[src/rtl/aes_channel_arbiter.sv]
// rtl/aes_channel_arbiter.sv - round-robin arbiter sharing one aes_encryptor among NUM_CH channels
module aes_channel_arbiter #(
    parameter int NUM_CH         = 4,
    parameter int DATA_W         = 128,
    parameter int EMPTY_W        = 4,
    parameter int TIMEOUT_CYCLES = 1024,
    localparam int CH_W          = $clog2(NUM_CH),
    localparam int WD_W          = $clog2(TIMEOUT_CYCLES + 1)
) (
    input  logic                        clk,
    input  logic                        rst,
    input  logic [NUM_CH-1:0]           ch_key_valid,
    output logic [NUM_CH-1:0]           ch_key_rdy,
    input  logic [NUM_CH*DATA_W-1:0]    ch_key,
    input  logic [NUM_CH*DATA_W-1:0]    ch_sync,
    input  logic [NUM_CH-1:0]           ch_in_valid,
    output logic [NUM_CH-1:0]           ch_in_rdy,
    input  logic [NUM_CH*DATA_W-1:0]    ch_in_data,
    input  logic [NUM_CH-1:0]           ch_in_sop,
    input  logic [NUM_CH-1:0]           ch_in_eop,
    input  logic [NUM_CH*EMPTY_W-1:0]   ch_in_empty,
    output logic                        enc_key_valid,
    input  logic                        enc_key_rdy,
    output logic [DATA_W-1:0]           enc_key,
    output logic [DATA_W-1:0]           enc_sync,
    output logic                        enc_in_valid,
    input  logic                        enc_in_rdy,
    output logic [DATA_W-1:0]           enc_in_data,
    output logic                        enc_in_sop,
    output logic                        enc_in_eop,
    output logic [EMPTY_W-1:0]          enc_in_empty,
    input  logic                        enc_out_valid,
    input  logic                        enc_out_rdy,
    input  logic                        enc_out_eop,
    output logic [CH_W-1:0]             active_ch,
    output logic                        busy,
    output logic                        timeout
);

    typedef enum logic [1:0] {IDLE, LOAD_KEY, STREAM, DRAIN} state_t;

    state_t          state_q, state_d;
    logic [CH_W-1:0] grant_q, grant_d;
    logic [CH_W-1:0] last_grant_q, last_grant_d;
    logic [WD_W-1:0] wdog_q, wdog_d;

    logic            rr_found;
    logic [CH_W-1:0] rr_pick;
    logic [CH_W-1:0] rr_cand;
    logic            in_hs, in_eop_hs, out_hs, out_eop_hs;

    // Search starts just above the last winner so it gets lowest priority.
    always_comb begin
        rr_found = 1'b0;
        rr_pick  = '0;
        rr_cand  = '0;
        for (int off = 1; off <= NUM_CH; off++) begin
            rr_cand = CH_W'((int'(last_grant_q) + off) % NUM_CH);
            if (!rr_found && ch_key_valid[rr_cand]) begin
                rr_found = 1'b1;
                rr_pick  = rr_cand;
            end
        end
    end

    assign in_hs      = (state_q == STREAM) && ch_in_valid[grant_q] && enc_in_rdy;
    assign in_eop_hs  = in_hs && ch_in_eop[grant_q];
    assign out_hs     = enc_out_valid && enc_out_rdy;
    assign out_eop_hs = out_hs && enc_out_eop;

    assign enc_key   = ch_key[int'(grant_q)*DATA_W +: DATA_W];
    assign enc_sync  = ch_sync[int'(grant_q)*DATA_W +: DATA_W];
    assign active_ch = grant_q;
    assign busy      = (state_q != IDLE);

    always_comb begin
        state_d       = state_q;
        grant_d       = grant_q;
        last_grant_d  = last_grant_q;
        wdog_d        = '0;
        enc_key_valid = 1'b0;
        ch_key_rdy    = '0;
        enc_in_valid  = 1'b0;
        enc_in_data   = '0;
        enc_in_sop    = 1'b0;
        enc_in_eop    = 1'b0;
        enc_in_empty  = '0;
        ch_in_rdy     = '0;
        timeout       = 1'b0;

        case (state_q)
            IDLE: begin
                if (rr_found) begin
                    grant_d = rr_pick;
                    state_d = LOAD_KEY;
                end
            end
            LOAD_KEY: begin
                enc_key_valid       = ch_key_valid[grant_q];
                ch_key_rdy[grant_q] = enc_key_rdy;
                if (ch_key_valid[grant_q] && enc_key_rdy) begin
                    state_d = STREAM;
                end
            end
            STREAM: begin
                enc_in_valid       = ch_in_valid[grant_q];
                enc_in_data        = ch_in_data[int'(grant_q)*DATA_W +: DATA_W];
                enc_in_sop         = ch_in_sop[grant_q];
                enc_in_eop         = ch_in_eop[grant_q];
                enc_in_empty       = ch_in_empty[int'(grant_q)*EMPTY_W +: EMPTY_W];
                ch_in_rdy[grant_q] = enc_in_rdy;
                if (in_eop_hs) begin
                    state_d = out_eop_hs ? IDLE : DRAIN;
                end
            end
            DRAIN: begin
                if (out_eop_hs) begin
                    state_d = IDLE;
                end
            end
            default: state_d = IDLE;
        endcase

        // Watchdog only runs while a packet is in flight; it is zero on STREAM entry.
        if (state_q == STREAM || state_q == DRAIN) begin
            if (in_hs || out_hs) begin
                wdog_d = '0;
            end else if (wdog_q == WD_W'(TIMEOUT_CYCLES - 1)) begin
                timeout = 1'b1;
                state_d = IDLE;
            end else begin
                wdog_d = wdog_q + 1'b1;
            end
            if (state_d == IDLE) begin
                last_grant_d = grant_q;
            end
        end
    end

    always_ff @(posedge clk or posedge rst) begin
        if (rst) begin
            state_q      <= IDLE;
            grant_q      <= '0;
            last_grant_q <= CH_W'(NUM_CH - 1);
            wdog_q       <= '0;
        end else begin
            state_q      <= state_d;
            grant_q      <= grant_d;
            last_grant_q <= last_grant_d;
            wdog_q       <= wdog_d;
        end
    end

endmodule

[config.mk]
export PLATFORM = sky130hd
export DESIGN_NAME = aes_channel_arbiter
export DESIGN_NICKNAME = d
export VERILOG_FILES = /design/src/rtl/aes_channel_arbiter.sv
export SDC_FILE = /design/constraint.sdc
export NUM_CORES = 1
export LEC_CHECK = 0
export CORE_AREA = 2 2 768 770
export DETAILED_ROUTE_END_ITERATION = 16
export DIE_AREA = 0 0 770 772
export MAX_ROUTING_LAYER = met4
export SYNTH_ARGS = -nofsm -noshare
export SYNTH_HDL_FRONTEND = slang
export SYNTH_SLANG_ARGS = --single-unit
[constraint.sdc]
create_clock -name clk -period 2.1 [get_ports clk]
set_clock_uncertainty 0.1 [all_clocks]
set_input_delay 0.42 -clock clk [delete_from_list [all_inputs] [get_ports clk]]
set_output_delay 0.42 -clock clk [all_outputs]
set_load 0.01 [all_outputs]
==> impl_metrics.ini <==
[cts]
cts_max_path_buffers = 2
tritoncts = yes
cts.sinks = 17
worstSkewPairLatency_ns = 0.28
cts_max_level = 1
clk_pin_slew_ns = 0.08
numCtsBuffers = 3
cts_root_buf = clkbuf_16

[cells_and_area]
final_nets = 4678
area_growth_pct = 353.2
fin_area_um2 = 50170
layout-drive-gt1-share_pct = 46.63
fin_cells = 11200

[yosys]
netlist_top_cells_area = mux4_2 (80%), and2_1 (7.7%), dfrtp_1 (3.4%), buf_2 (1.9%), clkbuf_1 (1.8%)
synth_edf_count = 0
avgSynthCellArea_um2 = 15.02
synthCells = 737
synth_top_area_share_pct = 79.75
seq_area_frac_synth_pct = 3.865
synthArstFlopShare_pct = 100.0
ys_warn_count = 0
syn_area_um2 = 11070
ys.flop_type = dfrtp_1
ys_seq_elements = 17
synth_area_leader_cell = mux4_2
synth.distinct_cells = 36
synth_nets = 2313

[run_status]
violations = negative setup slack
run_status = finished, violations left

[route]
antenna_left = 0
drt_iter0_drc = 1816
vias = 22520
first_pass_iters = 5
detail_route.vias_per_cell = 2.011
wl_per_cell_um = 41.35
drc_errors = 0
drt-total-wl_mm = 463.1

[grt]
antenna_found_initial = 400
grt_overflow = 0
grtUsageMet1_pct = 15.93
gr-max-usage-layer = met2
grtUsageMet2_pct = 24.28
grt_pass1_wl_mm = 505.2
grt_pass1_vias = 21900
met3_usage_pct = 9.165
grt_max_degree = 58
grt_use_total_pct = 15.19

[place]
port_buffers = 1978
place.gp.congestion = 0.9218
place_area_um2 = 45420
dp_hpwl_mm = 436.7
pre_cts_ws_ns = -1.305
dp_cells = 10740

[floorplanning]
dieWidth_um = 770
placementRows = 282
start_util_pct = 1.886
die_area_um2 = 594400
dieHeight_um = 772
io-pin-count = 1979
core_area_um2 = 587100

[hold_path]
hp-start = wdog_q[0]
hold_path.class = reg2reg

[timing]
worst_slew_margin_rel_pct = 53.51
timing.fmax_ghz = 0.3279
tightest_slew_ns = 0.6974
hold_viol_final = 0
fin_crit_sh_pct = 145.2
drv_slew = 0
rsz0062_at_grt = true
setup_tns_ns = -287.96
finalCriticalPeriod_ns = 3.050
postLayoutSetupSlackWorst_ns = -0.9500
setup_viol = 416

[setup_path]
worst_setup_path_start_kind = flop
worstReg2RegStart = active_ch[0]
timing.reg2reg.setup_slack_ns = -0.54
endpoint_kind = output port
cp_max_fo = 9
crit_arrival_ns = 2.53
cp-startpoint = active_ch[0]
cp.required_ns = 1.58
crit_type = reg2out

[power]
p_total_mw = 55.90
leakage_nw = 16.25
irDropWorstVdd_mv = 0.6590
cellPowerDensity_nw_per_um2 = 1114

[job]
drv_cap = 0
==> per-layer routing <==
layer	vias up	part of all wire, %
met1	11250	36
met5	-	0
met3	592	14
li1	8424	-
met2	2256	47
met4	0	2.4
==> per-stage QoR <==
step	util (%)	hold slack [ns]
floorplan	-	0.2445
global placement	7.737	0.3735
finish	8.545	0.3814
detailed placement	7.737	0.3796
global route	8.533	0.3959
CTS	8.255	0.3860
==> path summary, 6_finish.rpt <==
path                            depth (start not counted)               to
max in group asynchronous                               3  last_grant_q[0]
worst min-delay path                                    1        wdog_q[0]
worst max-delay path                                    7  enc_in_data[78]
worst min register to register                          1        wdog_q[0]
min in group asynchronous                               3     active_ch[0]
worst max register to register                          7  last_grant_q[0]
==> final cells by class <==
class	instances	area [um2]
Fill cell	68030	537000
Timing Repair Buffer	2466	28480
Multi-Input combinational cell	608	10660
Tap cell	7810	9772
Antenna cell	287	718.2
Sequential cell	17	435.4
Clock buffer	3	75.07
Inverter	6	22.52
Clock inverter	1	7.507
==> layout by cell type, fill, tap and decap left out, types with 2 or more instances in the layout <==
master	instances
and4_1	3
buf_8	37
dfstp_2	2
buf_2	6
xor2_1	7
nand2_1	5
buf_6	280
diode_2	287
nor3_4	2
o21ai_0	2
clkdlybuf4s50_1	1572
mux2_4	2
nand2_2	2
dfrtp_1	13
inv_1	6
and2_4	127
buf_4	207
nand2b_4	3
buf_16	29
dlymetal6s2s_1	4
dlygate4sd2_1	2
and2_1	8
mux4_2	392
dfrtp_4	2
buf_12	318
a31oi_1	2
nor2_2	8
nand4_1	3
clkbuf_16	11
a21oi_1	4
nor2_1	7
nand3_1	5
clkbuf_2	2
nor2_4	4
==> worst max-delay path, stage by stage (launching register included) <==
cell and delay, ns:
dfrtp_4 0.54, buf_16 0.18, buf_12 0.22, buf_16 0.14, buf_4 0.14, mux4_2 0.52
and2_4 0.23, buf_12 0.14
==> cell usage after synthesis, types with 2 or more instances <==
cell / count
nand4_1: 3
nand2_1: 7
buf_1: 10
buf_2: 43
nor3_1: 3
a21oi_1: 4
a31oi_1: 3
and2_1: 136
nand2b_1: 3
nand3_1: 5
o21ai_0: 3
nor2b_1: 2
mux2_2: 2
clkbuf_1: 53
and4_1: 3
dfstp_2: 2
or2_2: 2
xor2_1: 7
nor2_1: 19
mux4_2: 392
inv_1: 6
dfrtp_1: 15
==> kinds of logic after synthesis <==
logic type / share of synthesized area [%]
DFF: 3.865
muxes: 80.04
adders and majority gates: 0.1130
buffers and inverters: 4.284
xor gates and xnor gates: 0.6329
AOI/OAI and AO/OA: 1.153
and+or+nand+nor: 9.912
==> state kept, by name, indices dropped and copies added, names as in the netlist <==
register      flops
last_grant_q      2
wdog_q           11
state_q           2
active_ch         2
==> power breakdown <==
group	total [mW]	internal, mW	switching [mW]
Sequential	0.552	0.432	0.120
Combinational	54.9	26.5	28.4
Clock	0.466	0.260	0.206
Total	55.9	27.2	28.7
==> what timing repair did <==
action	4_1_cts	5_1_grt
hold endpoints to repair	0	0
cloned	18	10
pin swaps	84	21
hold buffers	0	0
endpoints found under the setup margin	419	419
buffers inserted	125	52
resized for setup	903	268
(Power assumes the default switching activity.)
